<file path="src/rtl/pad_io_ctrl.sv">
// Core-side controller for a bank of GF22 GPIO pads: power/retention sequencing,
// gated output drive, and synchronised, glitch-filtered input with edge pulses.
module pad_io_ctrl #(
  parameter int unsigned NUM_PADS    = 8,
  parameter int unsigned SYNC_STAGES = 2,
  parameter int unsigned FILT_CYCLES = 4,
  parameter int unsigned SEQ_DLY     = 16
) (
  input  logic                clk_i,
  input  logic                rst_ni,
  input  logic                pwr_en_i,
  input  logic                ret_req_i,
  output logic                ready_o,
  output logic [2:0]          state_o,
  output logic                pad_iopwrok_o,
  output logic                pad_pwrok_o,
  output logic                pad_retc_o,
  input  logic [NUM_PADS-1:0] out_i,
  input  logic [NUM_PADS-1:0] oe_i,
  output logic [NUM_PADS-1:0] pad_i_o,
  output logic [NUM_PADS-1:0] pad_oen_o,
  input  logic [NUM_PADS-1:0] pad_o_i,
  output logic [NUM_PADS-1:0] in_o,
  output logic [NUM_PADS-1:0] rise_o,
  output logic [NUM_PADS-1:0] fall_o
);

  localparam int unsigned CW = $clog2(SEQ_DLY + 1);
  localparam int unsigned FW = $clog2(FILT_CYCLES + 1);
  localparam logic [CW-1:0] SEQ_LAST  = CW'(SEQ_DLY - 1);
  localparam logic [FW-1:0] FILT_LAST = FW'(FILT_CYCLES - 1);

  localparam logic [2:0] S_OFF     = 3'd0;
  localparam logic [2:0] S_IO_UP   = 3'd1;
  localparam logic [2:0] S_CORE_UP = 3'd2;
  localparam logic [2:0] S_ACTIVE  = 3'd3;
  localparam logic [2:0] S_RET     = 3'd4;

  logic [2:0]    state_q, state_d;
  logic [CW-1:0] cnt_q, cnt_d;
  logic          iopwrok_q, iopwrok_d;
  logic          pwrok_q, pwrok_d;
  logic          retc_q, retc_d;
  logic          ready_q, ready_d;
  logic          run_d;

  logic [NUM_PADS-1:0] pad_i_q, pad_i_d;
  logic [NUM_PADS-1:0] oen_q, oen_d;

  logic [NUM_PADS-1:0][SYNC_STAGES-1:0] sync_q, sync_d;
  logic [NUM_PADS-1:0][FW-1:0]          fcnt_q, fcnt_d;
  logic [NUM_PADS-1:0] in_q, in_d;
  logic [NUM_PADS-1:0] rise_q, rise_d;
  logic [NUM_PADS-1:0] fall_q, fall_d;

  always_comb begin
    state_d = state_q;
    cnt_d   = cnt_q;
    case (state_q)
      S_OFF: begin
        if (pwr_en_i) begin
          state_d = S_IO_UP;
          cnt_d   = '0;
        end
      end
      S_IO_UP: begin
        if (!pwr_en_i) begin
          state_d = S_OFF;
        end else if (cnt_q == SEQ_LAST) begin
          state_d = S_CORE_UP;
          cnt_d   = '0;
        end else begin
          cnt_d = cnt_q + CW'(1);
        end
      end
      S_CORE_UP: begin
        if (!pwr_en_i) begin
          state_d = S_OFF;
        end else if (cnt_q == SEQ_LAST) begin
          state_d = S_ACTIVE;
          cnt_d   = '0;
        end else begin
          cnt_d = cnt_q + CW'(1);
        end
      end
      S_ACTIVE: begin
        if (!pwr_en_i)     state_d = S_OFF;
        else if (ret_req_i) state_d = S_RET;
      end
      S_RET: begin
        if (!pwr_en_i)      state_d = S_OFF;
        else if (!ret_req_i) state_d = S_ACTIVE;
      end
      default: state_d = S_OFF;
    endcase
  end

  // Status flops are loaded from the next state so they move on the same edge as state_o.
  always_comb begin
    run_d     = (state_d == S_ACTIVE) || (state_d == S_RET);
    iopwrok_d = (state_d != S_OFF);
    pwrok_d   = (state_d != S_OFF) && (state_d != S_IO_UP);
    ready_d   = (state_d == S_ACTIVE);
    retc_d    = (state_d == S_RET);
  end

  // Tracking keys off the current state, so re-entry to ACTIVE resumes a cycle later.
  always_comb begin
    pad_i_d = pad_i_q;
    oen_d   = oen_q;
    if (!run_d) begin
      pad_i_d = '0;
      oen_d   = '1;
    end else if (state_q == S_ACTIVE) begin
      pad_i_d = out_i;
      oen_d   = ~oe_i;
    end
  end

  always_comb begin
    sync_d = sync_q;
    fcnt_d = fcnt_q;
    in_d   = in_q;
    rise_d = '0;
    fall_d = '0;
    if (!run_d) begin
      sync_d = '0;
      fcnt_d = '0;
      in_d   = '0;
    end else begin
      for (int unsigned p = 0; p < NUM_PADS; p++) begin
        sync_d[p] = {sync_q[p][SYNC_STAGES-2:0], pad_o_i[p]};
        if (sync_q[p][SYNC_STAGES-1] == in_q[p]) begin
          fcnt_d[p] = '0;
        end else if (fcnt_q[p] == FILT_LAST) begin
          fcnt_d[p] = '0;
          in_d[p]   = sync_q[p][SYNC_STAGES-1];
          rise_d[p] = sync_q[p][SYNC_STAGES-1];
          fall_d[p] = ~sync_q[p][SYNC_STAGES-1];
        end else begin
          fcnt_d[p] = fcnt_q[p] + FW'(1);
        end
      end
    end
  end

  always_ff @(posedge clk_i or negedge rst_ni) begin
    if (!rst_ni) begin
      state_q   <= S_OFF;
      cnt_q     <= '0;
      iopwrok_q <= 1'b0;
      pwrok_q   <= 1'b0;
      retc_q    <= 1'b0;
      ready_q   <= 1'b0;
      pad_i_q   <= '0;
      oen_q     <= '1;
      sync_q    <= '0;
      fcnt_q    <= '0;
      in_q      <= '0;
      rise_q    <= '0;
      fall_q    <= '0;
    end else begin
      state_q   <= state_d;
      cnt_q     <= cnt_d;
      iopwrok_q <= iopwrok_d;
      pwrok_q   <= pwrok_d;
      retc_q    <= retc_d;
      ready_q   <= ready_d;
      pad_i_q   <= pad_i_d;
      oen_q     <= oen_d;
      sync_q    <= sync_d;
      fcnt_q    <= fcnt_d;
      in_q      <= in_d;
      rise_q    <= rise_d;
      fall_q    <= fall_d;
    end
  end

  assign state_o       = state_q;
  assign ready_o       = ready_q;
  assign pad_iopwrok_o = iopwrok_q;
  assign pad_pwrok_o   = pwrok_q;
  assign pad_retc_o    = retc_q;
  assign pad_i_o       = pad_i_q;
  assign pad_oen_o     = oen_q;
  assign in_o          = in_q;
  assign rise_o        = rise_q;
  assign fall_o        = fall_q;

endmodule

</file>
<file path="config.mk">
export PLATFORM = sky130hd
export DESIGN_NAME = pad_io_ctrl
export DESIGN_NICKNAME = d
export VERILOG_FILES = /design/src/rtl/pad_io_ctrl.sv
export SDC_FILE = /design/constraint.sdc
export NUM_CORES = 1
export LEC_CHECK = 0
export BUFFER_PORTS_ARGS = -buffer_cell sky130_fd_sc_hd__buf_2
export CORE_UTILIZATION = 45
export DETAILED_ROUTE_END_ITERATION = 10
export GPL_TIMING_DRIVEN = 0
export PLACE_DENSITY = 0.67
export REMOVE_ABC_BUFFERS = 1
export SYNTH_ARGS = -nofsm -noshare
export SYNTH_HDL_FRONTEND = slang
export SYNTH_SLANG_ARGS = --single-unit
</file>
<file path="constraint.sdc">
create_clock -name clk_i -period 2.8 [get_ports clk_i]
set_clock_uncertainty 0.05 [all_clocks]
set_input_delay 0.42 -clock clk_i [delete_from_list [all_inputs] [get_ports clk_i]]
set_output_delay 0.42 -clock clk_i [all_outputs]
set_load 0.005 [all_outputs]
</file>
Word-level counts from Yosys, hierarchy flattened
Index checks and enable logic that the tools add are counted.
{ "word_totals": {"regBits": 92, "input_bits": 28, "word_cells": 197, "out_inout_bits": 47} }
{ "op_classes": {"eq_ne": 43, "addsub": 9, "bitwise": 9, "mux": 87, "n_reduce_logical": 15} }
{ "op_table": {"columns": ["operator", "count"], "rows": [
  ["3-bit two-way mux", 25],
  ["8-bit two-way mux", 7],
  ["1-bit two-way mux", 48],
  ["3-bit by 2-bit == test with 1-bit output (second input constant)", 11],
  ["3-bit by 1-bit adder with 3-bit output (second input constant)", 8],
  ["24-bit two-way mux", 1],
  ["2-bit by 1-bit inequality test with 1-bit output (second input constant)", 10],
  ["2-bit inequality test (second input constant)", 9],
  ["16-bit two-way mux", 1],
  ["2-bit AND reduction", 8],
  ["5-bit two-way mux", 3],
  ["3-bit case mux with 5 select lines", 1],
  ["5-bit case mux with 2 select lines", 1],
  ["1-bit == test", 8],
  ["1-bit NOT", 8],
  ["8-bit NOT", 1],
  ["3-bit == test (second input constant)", 2],
  ["5-bit by 1-bit adder with 5-bit output (second input constant)", 1],
  ["5-bit by 4-bit == test with 1-bit output (second input constant)", 1],
  ["3-bit by 1-bit == test with 1-bit output (second input constant)", 1],
  ["3-bit zero test", 1],
  ["3-bit by 1-bit inequality test with 1-bit output (second input constant)", 1],
  ["3-bit AND reduction", 1],
  ["3-bit nonzero test", 1],
  ["4 further kinds", 4]
]} }

Depth between registers and ports, before layout
{ "depth": {"word_depth": 8, "ltp_mapped": 7, "ltp_nobuf": 4} }

Worst setup path before layout
No wires, ideal clock.
{ "synth_path": {"path_kind": "reg2reg", "start": "reg cnt_q[0]", "end": "reg in_q[0] (netlist: in_o[0])", "arrival_ns": 1.774, "setup_ns": 0.134, "synth_period_minus_slack_ns": 1.958, "path_stages_with_launch": 8, "path_buffers": 3, "setup_slack_ns": 0.842, "required_ns": 2.616, "cell_sequence": "dfrtp_1 > ha_1 > and4b_1 > clkbuf_1 > nor3_1 > buf_2 > buf_4 > nor3_1"} }
{ "synth_between": {"elab_chain_len": 8, "elab_cells_between_ends": 13, "classes_between": "5 x eq/ne; 6 x mux; 2 x reduce/logical"} }
{ "synth_rtl": {"columns": ["item", "line_no", "text"], "rows": [
  ["start: declaration", "40", "logic [CW-1:0] cnt_q, cnt_d;"],
  ["start signal: assignment", "164", "cnt_q <= cnt_d;"],
  ["5-bit by 4-bit == test with 1-bit output *", "69, 79", null],
  ["3-bit two-way mux, on equally long branches", "79, 69", null],
  ["3-bit two-way mux, on equally long branches", "77, 67", null],
  ["3-bit case mux with 5 select lines *", "59", "case (state_q)"],
  ["3-bit by 2-bit == test with 1-bit output / 3-bit == test (equally long branches)", "100", "run_d = (state_d == S_ACTIVE) || (state_d == S_RET);"],
  ["1-bit logical OR *", "100", null],
  ["2-bit by 1-bit inequality test with 1-bit output (no source line) / 2-bit inequality test (equally long branches)", null, null],
  ["2-bit AND reduction (no source line)", null, null],
  ["end signal: assignment", "173", "in_q <= in_d;"],
  ["end: declaration", "52", "logic [NUM_PADS-1:0] in_q, in_d;"]
]} }
Mark *: on every way between the ends. The rest lies on a longest branch, timed or not.
A chain may end at the register's enable or synchronous reset.

Worst setup path after layout
{ "layout_path": {"start": "reg state_q[1] (netlist: state_o[1])", "end": "reg oen_q[4] (netlist: pad_oen_o[4])"} }
{ "layout_between": {"elab_chain_len": 6, "elab_cells_between_ends": 20, "classes_between": "7 x eq/ne; 11 x mux; 2 x reduce/logical"} }
{ "layout_rtl": {"columns": ["item", "line_no", "text"], "rows": [
  ["start: declaration", "39", "logic [2:0] state_q, state_d;"],
  ["start signal: assignment", "163", "state_q <= state_d;"],
  ["3-bit two-way mux, on equally long branches (2 in a row)", null, null],
  ["3-bit case mux with 5 select lines", "59", null],
  ["3-bit by 2-bit == test with 1-bit output / 3-bit == test (equally long branches)", "100", null],
  ["1-bit logical OR", "100", null],
  ["2-bit by 1-bit inequality test with 1-bit output (no source line) / 8-bit two-way mux (equally long branches)", null, null],
  ["end signal: assignment", "170", "oen_q <= oen_d;"],
  ["end: declaration", "48", "logic [NUM_PADS-1:0] oen_q, oen_d;"]
]} }
Parallel ways exist; a longest one is shown, timed or not.

==> results.cfg <==
[run_status]
status = finished clean

[worst_hold_path]
hp-start = pad_o_i[3]
whs_path_depth = 2
hold_class = in2reg
whs_endpoint = sync_q[6]$_DFF_PN0_

[drt]
ant_nets = 0
dr_total_vias = 2822
routedWlPerCell_um = 14.38
wl_mm = 7.534
viasPerCell = 5.385
drt_iter0_drc = 96
drc = 0
drtPass1Iterations = 4

[layout]
nets = 451
num_antenna_cells = 0
syn2layout_area_growth_pct = 17.23
stdcell_count = 524
fillers = 715
fin_area_um2 = 4674
drive_above_1_share_pct = 27.68

[setup_path]
rr_worst_depth = 3
r2r-end = pad_oen_o[4]$_DFFE_PN1P_
critPathKind = reg2reg
r2r_setup_slack_ns = 0.32
crit_arrival_ns = 2.69
crit_path_end_kind = register
required_ns = 3.02
start_kind = register
timing.rr.start = state_o[1]$_DFF_PN0_
path_max_fanout = 80

[grt]
grt-ovfl-total = 0
gr-max-usage-layer = met2
grt_util_met1_pct = 23.01
grtUsageTotal_pct = 17.45
gr-usage-met2_pct = 27.60
grt_pass1_vias = 2719
antenna_found_initial = 0
grt_first_pass_wirelength_mm = 12.34
grtUsageMet3_pct = 4.186
grt_max_degree = 81

[clock_network]
cts_buffer_depth = 2
clock_latency_ns = 0.36
numCtsBuffers = 9
clockRootBuffer = clkbuf_8
cts-resized-gates = 0
clkSinkCount = 92
htreeDepth = 3
clk_pin_slew_ns = 0.10
cts_tree = built

[synth]
synth_ff_type = dfrtp_1
syn_area_per_cell_um2 = 11.59
synth_cells = 344
synth_top_area_share_pct = 52.71
synthTopCellsByArea = dfrtp_1, nand2b_1, nor4_1, dfstp_2, mux2i_1
ys_types = 39
synth_edf_count = 0
synth-seq-cells = 92
synth.cell_area_um2 = 3988
seq_area_frac_synth_pct = 57.99
synthArstFlopShare_pct = 100.0
synth_top_area_cell = dfrtp_1
yosysWarnings = 0

[flow_run]
maxCapViolCount = 0

[placement]
numPortBuffers = 74
dpl.hpwl_mm = 4.791
placed_area_um2 = 4462
place.gp.congestion = 0.7363
dp.cells = 506

[power_and_ir_drop]
finalPower_mw = 2.335
powerDensity_nw_per_um2 = 499.5
ir_drop_uv = 218.2
p_leak_nw = 2.297

[timing]
timing.fmax_mhz = 404.0
worstMarginPinSlew_ns = 0.9083
setup_tns_ns = 0
relSlewSlack_pct = 39.45
setup_viol = 0
slew_viol_final = 0
hold_viol = 0
rsz0062_at_grt = false
fin_crit_ns = 2.475
finalCritPeriodShare_pct = 88.40

[floorplan]
fp-row-count = 33
ios = 75
design.core.area_um2 = 8382
dieArea_um2 = 9242
dieWidth_um = 96.14
fp.dieH_um = 96.14
start_util_pct = 47.57
-- cell usage after synthesis, drive strengths merged, types with 2 or more instances --
| master | count |
|---|---|
| dfrtp | 84 |
| nand2b | 43 |
| nor4 | 39 |
| nand2 | 20 |
| nor3 | 20 |
| mux2i | 17 |
| nor3b | 17 |
| buf | 16 |
| nor2 | 11 |
| ha | 9 |
| and2 | 8 |
| dfstp | 8 |
| or4b | 8 |
| clkbuf | 7 |
| a21oi | 6 |
| a21boi | 2 |
| a221o | 2 |
| and4b | 2 |
| inv | 2 |
| maj3 | 2 |
| nand3 | 2 |
| nor4b | 2 |
| o21a | 2 |
| o21ai | 2 |
| o31ai | 2 |
| or3b | 2 |
-- metal layers --
layer	up-vias	part of all wire, %
li1	1383	-
met4	0	1.5
met2	71	47
met3	9	5.0
met5	-	0
met1	1359	47
-- where the power goes --
group	switching [mW]	leakage (nW)	internal [mW]
Sequential	0.0152	1.25	1.34
Clock	0.514	0.0926	0.347
Combinational	0.0696	0.954	0.0501
-- what timing repair did --
action	in CTS	in global routing
setup buffers	0	0
hold buffers	1	0
setup endpoints to repair	0	7
hold endpoints to repair	22	0
-- through the flow --
step	utilization (%)	worst slack, ns	hold slack [ns]
3_5_place_dp	53.23	0.09963	0.3366
2_1_floorplan	-	-2.607	0.07441
5_1_grt	55.77	0.1869	0.2439
3_3_place_gp	51.98	-5.060	0.4503
4_1_cts	55.68	0.07431	0.2348
6_report	55.77	0.3247	0.2593
-- final cells by class --
cell class	instances	area [µm²]	share of cell area (%)
Multi-Input combinational cell	228	1554	33.24
Inverter	2	7.507	0.1606
Clock buffer	9	123.9	2.650
Timing Repair Buffer	81	474.2	10.14
Tap cell	105	131.4	2.810
Clock inverter	7	71.32	1.526
Sequential cell	92	2312	49.46
-- state kept, by name, indices dropped and copies added (netlist names) --
name,cells
cnt_q,5
pad_i_o,8
in_o,8
pad_retc_o,1
sync_q,16
fall_o,8
pad_iopwrok_o,1
rise_o,8
pad_pwrok_o,1
fcnt_q,24
pad_oen_o,8
state_o,3
ready_o,1
-- how the worst max path moves through the flow --
| stage | slack, ns | from | endpoint |
|---|---|---|---|
| CTS | 0.07 | state_o[1]$_DFF_PN0_ | pad_oen_o[6]$_DFFE_PN1P_ |
| global route | 0.19 | cnt_q[0]$_DFFE_PN0P_ | pad_i_o[1]$_DFFE_PN0P_ |
| finish | 0.32 | state_o[1]$_DFF_PN0_ | pad_oen_o[4]$_DFFE_PN1P_ |
| detailed placement | 0.1 | state_o[1]$_DFF_PN0_ | pad_oen_o[6]$_DFFE_PN1P_ |
| global placement | -5.06 | cnt_q[0]$_DFFE_PN0P_ | fall_o[2]$_DFF_PN0_ |
| floorplan | -2.61 | cnt_q[0]$_DFFE_PN0P_ | pad_oen_o[0]$_DFFE_PN1P_ |
-- cells by family after synthesis --
family          synth area share, %
simple gates                  27.11
buf+inv                       3.514
flops                         57.99
compound gates                3.797
mux                           4.267
fa+ha+maj                     3.326
-- critical path, stage by stage (launching register included) --
cell and delay [ns]:
dfrtp_1 0.60, or3b_4 0.50, a21bo_4 0.46, or4b_2 0.73
-- layout by cell type, fill, tap and decap left out, drive strengths merged, types with 5 or more instances in the layout --
cell type	count
a21oi	6
and2	8
buf	80
clkbuf	9
dfrtp	84
dfstp	8
ha	9
inv	5
mux2i	17
nand2	20
nand2b	43
nor2	11
nor3	20
nor3b	17
nor4	39
or4b	8
No activity file was read; power rests on OpenSTA's default activity.
